===== src/rtl/mastermind_game.sv =====
// Two-player Mastermind controller: secret code entry, guess rounds with LED feedback, match scoring.
// Optional MASTERMIND_REVEAL_CODE_EN: at round end, show the secret code when the codemaker won.
module mastermind_game #(
    parameter int unsigned SHOW_CYCLES = 4,
    parameter int unsigned WIN_SCORE   = 2,
    parameter int unsigned MAX_GUESSES = 3
) (
    input  logic       clk,
    input  logic       rst,
    input  logic       enterA,
    input  logic       enterB,
    input  logic [2:0] letterIn,
    output logic [7:0] LEDX,
    output logic [6:0] SSD3,
    output logic [6:0] SSD2,
    output logic [6:0] SSD1,
    output logic [6:0] SSD0
);

    localparam int unsigned CntW   = (SHOW_CYCLES > 1) ? $clog2(SHOW_CYCLES) : 1;
    localparam int unsigned ScoreW = $clog2(WIN_SCORE + 1);
    localparam int unsigned LifeW  = $clog2(MAX_GUESSES + 1);

    localparam logic [6:0] GlyA     = 7'b0001000;
    localparam logic [6:0] GlyC     = 7'b1000110;
    localparam logic [6:0] GlyE     = 7'b0000110;
    localparam logic [6:0] GlyF     = 7'b0001110;
    localparam logic [6:0] GlyH     = 7'b0001001;
    localparam logic [6:0] GlyL     = 7'b1000111;
    localparam logic [6:0] GlyP     = 7'b0001100;
    localparam logic [6:0] GlyU     = 7'b1000001;
    localparam logic [6:0] GlyDash  = 7'b0111111;
    localparam logic [6:0] GlyBlank = 7'b1111111;
    localparam logic [6:0] GlyB     = 7'b0000011;
    localparam logic [6:0] Dig0     = 7'b1000000;
    localparam logic [6:0] Dig1     = 7'b1111001;
    localparam logic [6:0] Dig2     = 7'b0100100;

    typedef enum logic [2:0] {
        StIdle,
        StCode,
        StGuess,
        StShow,
        StRoundEnd,
        StOver
    } state_e;

    state_e state_q, state_d;

    logic              enter_a_q, enter_b_q;
    logic              press_a, press_b, any_press;
    logic              maker_press, breaker_press;
    logic              maker_q;     // 0: player A is codemaker, 1: player B
    logic              winner_q;    // winner of the last round, same encoding
    logic [1:0]        idx_q;
    logic [2:0]        code_q  [4];
    logic [2:0]        guess_q [4];
    logic [LifeW-1:0]  lives_q;
    logic [CntW-1:0]   cnt_q;
    logic [ScoreW-1:0] score_a_q, score_b_q;

    logic [3:0]  exact, partial;
    logic        all_exact, last_life, hold_done, score_max, round_over, round_winner;
    logic [7:0]  led_d;
    logic [6:0]  disp_d [4];
    logic [27:0] score_disp;

    function automatic logic [6:0] letter_glyph(input logic [2:0] l);
        logic [6:0] g;
        case (l)
            3'd0:    g = GlyA;
            3'd1:    g = GlyC;
            3'd2:    g = GlyE;
            3'd3:    g = GlyF;
            3'd4:    g = GlyH;
            3'd5:    g = GlyL;
            3'd6:    g = GlyP;
            default: g = GlyU;
        endcase
        return g;
    endfunction

    function automatic logic [6:0] digit_glyph(input logic [ScoreW-1:0] s);
        logic [6:0] g;
        if (s == ScoreW'(0))      g = Dig0;
        else if (s == ScoreW'(1)) g = Dig1;
        else if (s == ScoreW'(2)) g = Dig2;
        else                      g = GlyDash;
        return g;
    endfunction

    always_comb begin
        press_a       = enterA & ~enter_a_q;
        press_b       = enterB & ~enter_b_q;
        any_press     = press_a | press_b;
        maker_press   = maker_q ? press_b : press_a;
        breaker_press = maker_q ? press_a : press_b;
    end

    // Feedback is purely combinational on the stored slots so SHOW needs no extra cycle.
    always_comb begin
        exact   = '0;
        partial = '0;
        for (int i = 0; i < 4; i++) begin
            exact[i] = (guess_q[i] == code_q[i]);
        end
        for (int i = 0; i < 4; i++) begin
            for (int j = 0; j < 4; j++) begin
                if (!exact[i] && !exact[j] && (guess_q[i] == code_q[j])) begin
                    partial[i] = 1'b1;
                end
            end
        end
    end

    always_comb begin
        all_exact    = &exact;
        last_life    = (lives_q == LifeW'(1));
        hold_done    = (cnt_q == CntW'(SHOW_CYCLES - 1));
        score_max    = (score_a_q == ScoreW'(WIN_SCORE)) || (score_b_q == ScoreW'(WIN_SCORE));
        round_over   = all_exact || last_life;
        round_winner = all_exact ? ~maker_q : maker_q;
        score_disp   = {GlyA, digit_glyph(score_a_q), GlyB, digit_glyph(score_b_q)};
    end

    always_ff @(posedge clk) begin
        if (rst) begin
            state_q <= StIdle;
        end else begin
            state_q <= state_d;
        end
    end

    always_comb begin
        state_d = state_q;
        unique case (state_q)
            StIdle:     if (any_press) state_d = StCode;
            StCode:     if (maker_press && (idx_q == 2'd3)) state_d = StGuess;
            StGuess:    if (breaker_press && (idx_q == 2'd3)) state_d = StShow;
            StShow:     if (hold_done) state_d = round_over ? StRoundEnd : StGuess;
            StRoundEnd: if (hold_done) state_d = score_max ? StOver : StCode;
            StOver:     if (any_press) state_d = StIdle;
            default:    state_d = StIdle;
        endcase
    end

    always_ff @(posedge clk) begin
        if (rst) begin
            enter_a_q <= 1'b0;
            enter_b_q <= 1'b0;
            maker_q   <= 1'b0;
            winner_q  <= 1'b0;
            idx_q     <= '0;
            lives_q   <= '0;
            cnt_q     <= '0;
            score_a_q <= '0;
            score_b_q <= '0;
            for (int k = 0; k < 4; k++) begin
                code_q[k]  <= '0;
                guess_q[k] <= '0;
            end
        end else begin
            enter_a_q <= enterA;
            enter_b_q <= enterB;
            unique case (state_q)
                StIdle: begin
                    if (any_press) begin
                        maker_q <= ~press_a;
                        idx_q   <= '0;
                    end
                end
                StCode: begin
                    if (maker_press) begin
                        code_q[idx_q] <= letterIn;
                        idx_q         <= idx_q + 2'd1;
                        if (idx_q == 2'd3) lives_q <= LifeW'(MAX_GUESSES);
                    end
                end
                StGuess: begin
                    cnt_q <= '0;
                    if (breaker_press) begin
                        guess_q[idx_q] <= letterIn;
                        idx_q          <= idx_q + 2'd1;
                    end
                end
                StShow: begin
                    if (hold_done) begin
                        cnt_q <= '0;
                        if (!all_exact) lives_q <= lives_q - 1'b1;
                        if (round_over) begin
                            winner_q <= round_winner;
                            if (!round_winner && (score_a_q != ScoreW'(WIN_SCORE))) begin
                                score_a_q <= score_a_q + 1'b1;
                            end
                            if (round_winner && (score_b_q != ScoreW'(WIN_SCORE))) begin
                                score_b_q <= score_b_q + 1'b1;
                            end
                        end else begin
                            for (int k = 0; k < 4; k++) guess_q[k] <= '0;
                        end
                    end else begin
                        cnt_q <= cnt_q + 1'b1;
                    end
                end
                StRoundEnd: begin
                    if (hold_done) begin
                        cnt_q <= '0;
                        if (!score_max) begin
                            maker_q <= ~maker_q;
                            idx_q   <= '0;
                            for (int k = 0; k < 4; k++) begin
                                code_q[k]  <= '0;
                                guess_q[k] <= '0;
                            end
                        end
                    end else begin
                        cnt_q <= cnt_q + 1'b1;
                    end
                end
                StOver: begin
                    if (any_press) begin
                        score_a_q <= '0;
                        score_b_q <= '0;
                    end
                end
                default: ;
            endcase
        end
    end

    always_comb begin
        led_d = '0;
        for (int k = 0; k < 4; k++) disp_d[k] = GlyBlank;
        unique case (state_q)
            StIdle: begin
                {disp_d[0], disp_d[1], disp_d[2], disp_d[3]} = score_disp;
            end
            StCode: begin
                for (int k = 0; k < 4; k++) begin
                    if (2'(k) < idx_q) disp_d[k] = GlyDash;
                end
            end
            StGuess: begin
                led_d[2:0] = 3'((4'd1 << lives_q) - 4'd1);
                for (int k = 0; k < 4; k++) begin
                    if (2'(k) < idx_q) disp_d[k] = letter_glyph(guess_q[k]);
                end
            end
            StShow: begin
                led_d = {exact, partial};
                for (int k = 0; k < 4; k++) disp_d[k] = letter_glyph(guess_q[k]);
            end
            StRoundEnd: begin
                led_d = 8'hFF;
`ifdef MASTERMIND_REVEAL_CODE_EN
                if (winner_q == maker_q) begin
                    for (int k = 0; k < 4; k++) disp_d[k] = letter_glyph(code_q[k]);
                end else begin
                    {disp_d[0], disp_d[1], disp_d[2], disp_d[3]} = score_disp;
                end
`else
                {disp_d[0], disp_d[1], disp_d[2], disp_d[3]} = score_disp;
`endif
            end
            StOver: begin
                led_d     = 8'hAA;
                disp_d[0] = GlyDash;
                disp_d[1] = (score_a_q == ScoreW'(WIN_SCORE)) ? GlyA : GlyB;
                disp_d[2] = GlyDash;
                disp_d[3] = GlyDash;
            end
            default: ;
        endcase
    end

    always_ff @(posedge clk) begin
        if (rst) begin
            LEDX <= '0;
            SSD3 <= GlyA;
            SSD2 <= Dig0;
            SSD1 <= GlyB;
            SSD0 <= Dig0;
        end else begin
            LEDX <= led_d;
            SSD3 <= disp_d[0];
            SSD2 <= disp_d[1];
            SSD1 <= disp_d[2];
            SSD0 <= disp_d[3];
        end
    end

endmodule


===== config.mk =====
export PLATFORM = sky130hd
export DESIGN_NAME = mastermind_game
export DESIGN_NICKNAME = d
export VERILOG_FILES = /design/src/rtl/mastermind_game.sv
export SDC_FILE = /design/constraint.sdc
export NUM_CORES = 1
export LEC_CHECK = 0
export BUFFER_PORTS_ARGS = -buffer_cell sky130_fd_sc_hd__buf_2
export CAP_MARGIN = 20
export CORE_MARGIN = 5
export CORE_UTILIZATION = 63
export CTS_CLUSTER_DIAMETER = 40
export CTS_CLUSTER_SIZE = 25
export DETAILED_ROUTE_END_ITERATION = 7
export PLACE_DENSITY = 0.84
export SETUP_SLACK_MARGIN = 0.3
export SLEW_MARGIN = 10
export SYNTH_ARGS = -nofsm -noshare
export SYNTH_HDL_FRONTEND = slang
export SYNTH_SLANG_ARGS = --single-unit

===== constraint.sdc =====
create_clock -name clk -period 3 [get_ports clk]
set_input_delay 0 -clock clk [delete_from_list [all_inputs] [get_ports clk]]
set_output_delay 0 -clock clk [all_outputs]
set_load 0.005 [all_outputs]

==> results of run 1 <==
through the flow:
step | util | worst slack [ns]
after global placement | 0.6768 | 0.7757
after detailed placement | 0.6768 | 0.6624
final | 0.7052 | 0.5965
after floorplan | - | 1.084
after CTS | 0.7052 | 0.6459
after global routing | 0.7052 | 0.3327
cell type report:
type / count / area share
multi-input cells: 351 / 0.5025
flip-flops and latches: 74 / 0.3594
repair buffers: 55 / 0.06529
clock buffers: 11 / 0.02951
well taps: 96 / 0.02507
inverters: 15 / 0.01175
clock inverters: 5 / 0.006529
layer usage:
metal	up-vias	global-route usage
met5	-	0
met4	0	0.1282
met3	38	0.05551
met2	213	0.4092
met1	1712	0.3337
li1	1744	-
cells in the mapped netlist (2+ instances only):
cell	count	area, um^2
a211o_1	3	26.28
a211oi_1	5	37.54
a21boi_0	2	15.01
a21oi_1	26	130.1
a221oi_1	4	35.03
a22oi_1	2	15.01
a311oi_1	3	26.28
a31oi_1	9	56.30
a32oi_1	3	26.28
and2_1	13	81.33
and2b_1	2	15.01
and3_1	14	87.58
buf_1	2	7.510
buf_2	14	70.07
buf_4	4	30.03
buf_6	4	45.04
clkbuf_1	14	52.55
dfxtp_1	50	1001
edfxtp_1	24	720.7
ha_1	18	225.2
inv_1	14	52.55
mux2i_1	11	110.1
nand2_1	36	135.1
nand2b_1	16	100.1
nand3_1	7	35.03
nor2_1	23	86.33
nor2b_1	15	93.84
nor3_1	5	25.02
nor3_2	3	30.03
nor3b_1	3	22.52
nor4_1	16	100.1
o211ai_1	4	30.03
o21ai_0	19	95.09
o21bai_1	4	30.03
o31ai_1	7	52.55
or2_2	2	12.51
or3_1	4	25.02
xnor2_1	6	52.55
xor2_1	48	420.4
worst max-delay path: cells and delay by family, from the launching register on:
| family | cells | cell delay, ns |
|---|---|---|
| simple gates | 5 | 1.03 |
| buf+inv | 1 | 0.30 |
| flops | 1 | 0.77 |
power breakdown:
part / switching [W] / internal [W] / leakage [nW]
Clock: 0.000378 / 0.000320 / 0.0891
Sequential: 0.0000495 / 0.00107 / 0.657
Combinational: 0.000147 / 0.000103 / 1.30
Total: 0.000574 / 0.00149 / 2.04
final timing paths:
check	start	to	slack (ns)	cells after the start
max reg2reg	state_q[1]$_SDFFE_PP0P_	guess_q[3][2]$_SDFFCE_PN0P_	0.60	6
min reg2reg	score_b_q[0]$_SDFFE_PP0P_	score_b_q[0]$_SDFFE_PP0P_	0.50	2
max	state_q[1]$_SDFFE_PP0P_	guess_q[3][2]$_SDFFCE_PN0P_	0.60	6
min	letterIn[0]	guess_q[0][0]$_SDFFCE_PN0P_	0.04	2
kinds of logic after synthesis:
family / after synthesis / share of synthesized area
simple gates: 165 / 0.2058
compound gates: 103 / 0.1585
flops: 74 / 0.3921
xor+xnor: 54 / 0.1077
buf+inv: 53 / 0.05956
fa+ha+maj: 18 / 0.05130
mux: 11 / 0.02508
flip-flops by register name (all words and copies together), names as in the netlist:
signal	count
enter_b_q	1
SSD0	7
score_a_q	2
state_q	3
lives_q	2
SSD3	6
code_q	12
enter_a_q	1
LEDX	8
cnt_q	2
idx_q	2
maker_q	1
SSD1	6
SSD2	7
score_b_q	2
guess_q	12
==> flow_summary.json, run 1 <==
{
  "status": "finished, final reports clean",
  "power_w": 0.002067,
  "route.met2.wl_mm": 4.900,
  "async_reset_ff_frac": 0,
  "wl_mm": 10.58,
  "seq_area_frac_synth": 0.3921,
  "start_kind": "register",
  "vdd_ir_drop_max_mv": 0.3849,
  "crit_arrival_ns": 2.46,
  "grt.total_usage": 0.2587,
  "dr.max_layer_used": "met4",
  "tns_ns": 0,
  "cp_common_cell": "nand2b_1",
  "first_iter_violations": 304,
  "vias": 3707,
  "setup_viol": 0,
  "syn-cell-area_um2": 4390,
  "cts_hold_buf": 2,
  "slowest_delay_ns": 0.77,
  "fin_hold_ws_ns": 0.04084,
  "routedWlPerCell_um": 17.43,
  "cp_max_fo": 20,
  "core_area_um2": 6794,
  "criticalPathCategory": "register to register",
  "crit_chain": "buf_4, nand2b_1, nor2_1, nand2_1, nor4_1, nand2b_1",
  "via_per_inst": 6.107,
  "multi_input_area_um2": 2407,
  "ys_warn_count": 0,
  "die_y_um": 93.48,
  "post_cts_buffers": 0,
  "io_buffer_count": 42,
  "fin_crit_sh": 0.8012,
  "fin_skew_ns": 0.005643,
  "ios": 43,
  "htree_levels": 3,
  "maxCapViolations": 0,
  "met1_length_mm": 4.309,
  "dr.pass1.iters": 5,
  "area_growth_pct": 9.119,
  "yosysUniqueCellTypes": 58,
  "seq_area_um2": 1722,
  "antenna_found_initial": 0,
  "relSlewSlack": 0.4833,
  "tritoncts": "yes",
  "drive_above_1_share": 0.1546,
  "final_common_cell": "dfxtp_1",
  "cp-end-kind": "register",
  "fmax_mhz": 416.1,
  "drc": 0,
  "clock_path_buffers": 2,
  "design.die.area_um2": 8739,
  "grt_setup_unrepaired": "no",
  "syn-num-nets": 503,
  "grt_max_degree": 45,
  "synth_edf_count": 24,
  "clock_latency_ns": 0.35,
  "fin_cells": 607,
  "cts.clk_slew.worst_paths_ns": 0.08,
  "start_util": 0.6462,
  "overflow": 0,
  "route.met3.wl_um": 981,
  "num_rows": 30,
  "critPathRequiredTime_ns": 3.06,
  "hpwl_mm": 7.548,
  "synth.avg_cell_area_um2": 9.185,
  "cts_resized": 0,
  "gp_congestion": 0.9416,
  "fillCellCount": 524,
  "first_global_vias": 3549,
  "numCtsBuffers": 9,
  "syn_inst": 478,
  "n_antenna_cell": 0,
  "hold_violations": 0,
  "leakage_nw": 2.044,
  "tightestPinTransition_ns": 0.7751,
  "grt_pass1_wl_mm": 17.64,
  "placed_cells": 589,
  "antenna_left": 0,
  "crit_slowest_cell": "dfxtp_1",
  "yosys_register_bits": 74,
  "nets": 531,
  "place_area_um2": 4598,
  "cts_num_sinks": 74,
  "slew_viol_final": 0,
  "ys.flop_type": "dfxtp_1",
  "most-common-layout-cells": "dfxtp_1, xor2_1, buf_2",
  "p_per_area_nw_per_um2": 431.5,
  "cts-root-buf": "clkbuf_8",
  "die-width_um": 93.48,
  "min_path_type": "input port to register",
  "fin_area_um2": 4791,
  "min_period_ns": 2.403
}
No activity file was read; power rests on OpenSTA's default activity.
==> run 2, diff against run 1 <==
--- a/config.mk
+++ b/config.mk
@@ -8,11 +8,11 @@
 export BUFFER_PORTS_ARGS = -buffer_cell sky130_fd_sc_hd__buf_2
 export CAP_MARGIN = 20
 export CORE_MARGIN = 5
-export CORE_UTILIZATION = 63
+export CORE_UTILIZATION = 60
 export CTS_CLUSTER_DIAMETER = 40
 export CTS_CLUSTER_SIZE = 25
 export DETAILED_ROUTE_END_ITERATION = 7
-export PLACE_DENSITY = 0.84
+export PLACE_DENSITY = 0.81
 export SETUP_SLACK_MARGIN = 0.3
 export SLEW_MARGIN = 10
 export SYNTH_ARGS = -nofsm -noshare
==> constraint.sdc (replaced) <==
create_clock -name clk -period 2.5 [get_ports clk]
set_input_delay 0 -clock clk [delete_from_list [all_inputs] [get_ports clk]]
set_output_delay 0 -clock clk [all_outputs]
set_load 0.005 [all_outputs]
==> run 2 against run 1 <==
Cell area rose by 3.2%. Clock power rose by 48%. Total power rose by 30%. Die area rose by 4.5%. Worst hold slack got worse by 0.019 ns. Sequential power rose by 20%. Sequential cell count did not move. Sequential share of layout area fell by 1.1 points. Final cell count rose by 2.3%. Maximum frequency rose by 12%. Via count rose by 2.4%. Largest cell class unchanged. Largest power group unchanged.
==> flow_summary.json, run 2 (synthesis results as in run 1) <==
{
  "hold_violations": 0,
  "cp_common_cell": "nand2b_1",
  "htree_levels": 3,
  "crit_slowest_cell": "dfxtp_1",
  "cp_max_fo": 11,
  "grt_pass1_wl_mm": 18.51,
  "leakage_nw": 2.119,
  "vias": 3796,
  "ios": 43,
  "grt_max_degree": 28,
  "tightestPinTransition_ns": 0.5002,
  "num_rows": 31,
  "tns_ns": 0,
  "via_per_inst": 6.113,
  "io_buffer_count": 42,
  "die-width_um": 95.54,
  "clock_path_buffers": 2,
  "first_global_vias": 3610,
  "start_util": 0.6119,
  "vdd_ir_drop_max_mv": 0.4839,
  "numCtsBuffers": 9,
  "crit_family": "simple AND/OR/NAND/NOR gates",
  "area_growth_pct": 12.65,
  "antenna_left": 0,
  "slowest_delay_ns": 0.45,
  "grt_setup_unrepaired": "no",
  "cts.clk_slew.worst_paths_ns": 0.08,
  "slew_viol_final": 0,
  "core_area_um2": 7176,
  "relSlewSlack": 0.6661,
  "tritoncts": "yes",
  "status": "finished, final reports clean",
  "critPathRequiredTime_ns": 2.56,
  "min_period_ns": 2.152,
  "clock_latency_ns": 0.35,
  "p_per_area_nw_per_um2": 543.9,
  "final_common_cell": "dfxtp_1",
  "maxCapViolations": 0,
  "grt.total_usage": 0.2656,
  "cts-root-buf": "clkbuf_8",
  "routedWlPerCell_um": 18.40,
  "cts_num_sinks": 74,
  "crit_buf_inv": 1,
  "die_y_um": 95.54,
  "min_path_type": "input port to register",
  "fin_skew_ns": 0.005615,
  "criticalPathCategory": "register to register",
  "fin_crit_sh": 0.8609,
  "n_antenna_cell": 0,
  "crit_arrival_ns": 2.21,
  "crit_chain": "nand2b_1, nor2_1, nand2_1, nor4_1, buf_4, nand2b_1",
  "drive_above_1_share": 0.1820,
  "overflow": 0,
  "design.die.area_um2": 9128,
  "finalCoreUtilization": 0.6893,
  "most-common-layout-cells": "dfxtp_1, xor2_1, buf_2",
  "fillCellCount": 568,
  "fmax_mhz": 464.6,
  "dr.pass1.iters": 5,
  "gp_congestion": 0.8990,
  "setup_viol": 0,
  "first_iter_violations": 427,
  "wl_mm": 11.43,
  "cp-end-kind": "register",
  "drc": 0,
  "reg_top3": "code_q x12, guess_q x12, LEDX x8",
  "nets": 542,
  "antenna_found_initial": 0,
  "start_kind": "register",
  "hpwl_mm": 8.085
}
[run 2: path summary, 6_finish.rpt]
kind / from / endpoint / slack, ns / cells after the start
setup / recovery: state_q[2]$_SDFFE_PP0P_ / guess_q[2][0]$_SDFFCE_PN0P_ / 0.35 / 6
hold / removal: rst / SSD3[6]$_SDFF_PP0_ / 0.02 / 2
setup reg to reg: state_q[2]$_SDFFE_PP0P_ / guess_q[2][0]$_SDFFCE_PN0P_ / 0.35 / 6
hold reg to reg: score_b_q[1]$_SDFFE_PP0P_ / score_b_q[1]$_SDFFE_PP0P_ / 0.51 / 2
[run 2: power by group]
group / switching (W) / internal, W
clock network: 0.000466 / 0.000566
logic: 0.000191 / 0.000132
registers: 0.0000532 / 0.00128
[run 2: area by class of cell]
cell class / instances / area (um^2) / area share
Multi-Input combinational cell: 351 / 2430 / 0.4913
Tap cell: 99 / 123.9 / 0.02504
Sequential cell: 74 / 1723 / 0.3483
Clock inverter: 6 / 90.09 / 0.01821
Timing Repair Buffer: 66 / 395.4 / 0.07994
Inverter: 15 / 56.30 / 0.01138
Clock buffer: 10 / 127.6 / 0.02580
[run 2: metrics by stage]
stage	hold WS, ns	power, W	std cells	worst slack [ns]	area (um^2)
2_1_floorplan	0.1282	0.001565	478	0.5839	4390
3_3_place_gp	0.2379	0.001663	603	0.4557	4684
3_5_place_dp	0.2454	0.001673	603	0.3994	4684
4_1_cts	0.02525	0.002684	621	0.3778	4922
5_1_grt	0.04171	0.002794	621	0.2755	4946
6_report	0.02147	0.002690	621	0.3477	4946
[run 2: repair_timing]
action / 4_1_cts / 5_1_grt
gates resized for setup: 0 / 5
endpoints found under the setup margin: 0 / 18
hold endpoints to repair: 2 / 0
hold buffers: 2 / 0
setup buffers: 0 / 0
[run 2: routing by layer]
layer / share of wire / global-route usage / routed length, um / vias up
met5: 0 / 0 / 0 / -
met4: 0.029 / 0.1007 / 336 / 0
met3: 0.089 / 0.04972 / 1019 / 40
met2: 0.48 / 0.4296 / 5428 / 205
met1: 0.41 / 0.3516 / 4641 / 1788
li1: - / - / - / 1763
==> run 3, diff against run 2 <==
--- a/config.mk
+++ b/config.mk
@@ -8,11 +8,11 @@
 export BUFFER_PORTS_ARGS = -buffer_cell sky130_fd_sc_hd__buf_2
 export CAP_MARGIN = 20
 export CORE_MARGIN = 5
-export CORE_UTILIZATION = 60
+export CORE_UTILIZATION = 30
 export CTS_CLUSTER_DIAMETER = 40
 export CTS_CLUSTER_SIZE = 25
 export DETAILED_ROUTE_END_ITERATION = 7
-export PLACE_DENSITY = 0.81
+export GPL_TIMING_DRIVEN = 0
 export SETUP_SLACK_MARGIN = 0.3
 export SLEW_MARGIN = 10
 export SYNTH_ARGS = -nofsm -noshare
==> run 3 against run 2 <==
First-iteration DRC count down 8.7%. Global-route usage shrank 11 points. Clock skew up 0.0040 ns. Non-clock buffer count rose by 46. Maximum frequency rose by 0.17%. Sequential cell count unchanged. Setup slack improved by 0.0037 ns. Sequential share of layout area shrank 5.0 points. Combinational power increased by 32%. Cell area up 17%. Largest cell class unchanged.
==> flow_summary.json, run 3 (synthesis results as in run 1) <==
{
  "design.die.area_um2": 17150,
  "cp-end-kind": "register",
  "critPathRequiredTime_ns": 2.54,
  "pwr-share-comb": 0.131,
  "io_buffer_count": 41,
  "gp_congestion": 0.8568,
  "numCtsBuffers": 9,
  "hold_violations": 0,
  "vdd_ir_drop_max_mv": 0.3138,
  "start_util": 0.3044,
  "tritoncts": "yes",
  "clock_path_buffers": 2,
  "criticalPathCategory": "register to register",
  "tns_ns": 0,
  "clock_latency_ns": 0.35,
  "slew_viol_final": 0,
  "most-common-layout-cells": "dfxtp_1, buf_2, buf_4",
  "die_y_um": 131.0,
  "hpwl_mm": 9.067,
  "final_common_cell": "dfxtp_1",
  "via_per_inst": 5.178,
  "crit_chain": "xor2_4, nor3_4, and4_1, buf_6, o41a_1, nand2b_1",
  "grt.total_usage": 0.1512,
  "drive_above_1_share": 0.2570,
  "fin_skew_ns": 0.009584,
  "grt_setup_unrepaired": "no",
  "fmax_mhz": 465.4,
  "grt_pass1_wl_mm": 19.95,
  "core_area_um2": 14420,
  "vias": 3894,
  "power.internal_w": 0.002454,
  "fin_area_um2": 5774,
  "overflow": 0,
  "p_per_area_nw_per_um2": 565.1,
  "start_kind": "register",
  "dr.pass1.iters": 5,
  "min_period_ns": 2.149,
  "relSlewSlack": 0.4800,
  "area_growth_pct": 31.52,
  "cts-root-buf": "clkbuf_16",
  "nets": 588,
  "fillCellCount": 1412,
  "crit_slowest_cell": "edfxtp_1",
  "min_path_type": "input port to register",
  "routedWlPerCell_um": 17.68,
  "power_frac_clock": 0.465,
  "fin_crit_sh": 0.8594,
  "cts_num_sinks": 74,
  "wl_mm": 13.29,
  "antenna_left": 0,
  "setup_viol": 0,
  "leakage_nw": 2.427,
  "antenna_found_initial": 0,
  "reg_top3": "code_q x12, guess_q x12, LEDX x8",
  "maxCapViolations": 0,
  "multi_input_area_um2": 2705,
  "ios": 43,
  "crit_family": "flip-flops",
  "cts.clk_slew.worst_paths_ns": 0.06,
  "p_seq_frac": 0.405,
  "tightestPinTransition_ns": 0.7800,
  "crit_arrival_ns": 2.19,
  "swShare": 0.2478,
  "num_rows": 44,
  "seq_area_um2": 1722,
  "die-width_um": 131.0,
  "first_global_vias": 3704,
  "drc": 0,
  "grt_max_degree": 14,
  "cp_max_fo": 5,
  "htree_levels": 3,
  "n_antenna_cell": 0,
  "place_area_um2": 4826,
  "status": "finished, final reports clean",
  "slowest_delay_ns": 0.52,
  "first_iter_violations": 390,
  "crit_buf_inv": 1,
  "switchingPower_w": 0.0008085
}
==> run 3: cell count changes in the layout (fill, tap and decap cells not counted), sizes merged <==
cell and change:
clkinvlp -1, clkbuf +17, buf +30
==> run 3: final timing paths <==
check	cells after the start	from	slack, ns	endpoint
setup / recovery	6	code_q[1][0]$_SDFFCE_PN0P_	0.35	guess_q[2][0]$_SDFFCE_PN0P_
setup reg to reg	6	code_q[1][0]$_SDFFCE_PN0P_	0.35	guess_q[2][0]$_SDFFCE_PN0P_
hold reg to reg	2	score_b_q[0]$_SDFFE_PP0P_	0.50	score_b_q[0]$_SDFFE_PP0P_
hold / removal	2	letterIn[1]	0.06	guess_q[1][1]$_SDFFCE_PN0P_
==> run 3: final cells by class <==
cell class,instances,area share
Buffer,38,0.04290
Clock buffer,11,0.04767
Clock inverter,5,0.01387
Inverter,15,0.009751
Multi-Input combinational cell,351,0.4685
Sequential cell,74,0.2982
Tap cell,184,0.03987
Timing Repair Buffer,74,0.07931
==> run 3: layer usage <==
metal  global-route usage  share of wire
met5                    0              0
met4              0.07260          0.036
met3              0.03171          0.069
met2               0.2378           0.47
met1               0.1977           0.43
==> run 3: power groups by stage <==
| stage | Combinational, W | Clock (W) | Sequential [W] |
|---|---|---|---|
| floorplan | 0.000227 | 0 | 0.00134 |
| global placement | 0.000330 | 0 | 0.00134 |
| detailed placement | 0.000337 | 0 | 0.00134 |
| CTS | 0.000359 | 0.00154 | 0.00132 |
| global route | 0.000459 | 0.00158 | 0.00133 |
| finish | 0.000426 | 0.00152 | 0.00132 |
==> run 3: per-stage QoR <==
step                cells  hold WS, ns  utilization  setup WS (ns)  power, W
finish                752      0.05870       0.4003         0.3514  0.003263
global route          752      0.07476       0.4003         0.2800  0.003369
CTS                   723      0.05469       0.3695         0.3034  0.003213
detailed placement    703       0.2539       0.3346       -0.06020  0.001679
global placement      703       0.2424       0.3346       -0.03368  0.001671
floorplan             478       0.1282            -         0.5839  0.001565
==> run 3: repair_timing <==
action	in CTS	in global routing
setup endpoints to repair	34	19
gates cloned	0	0
hold buffers	2	0
setup buffers	2	29
pin swaps	2	7
resized for setup	19	43
endpoints found under the hold margin	2	0
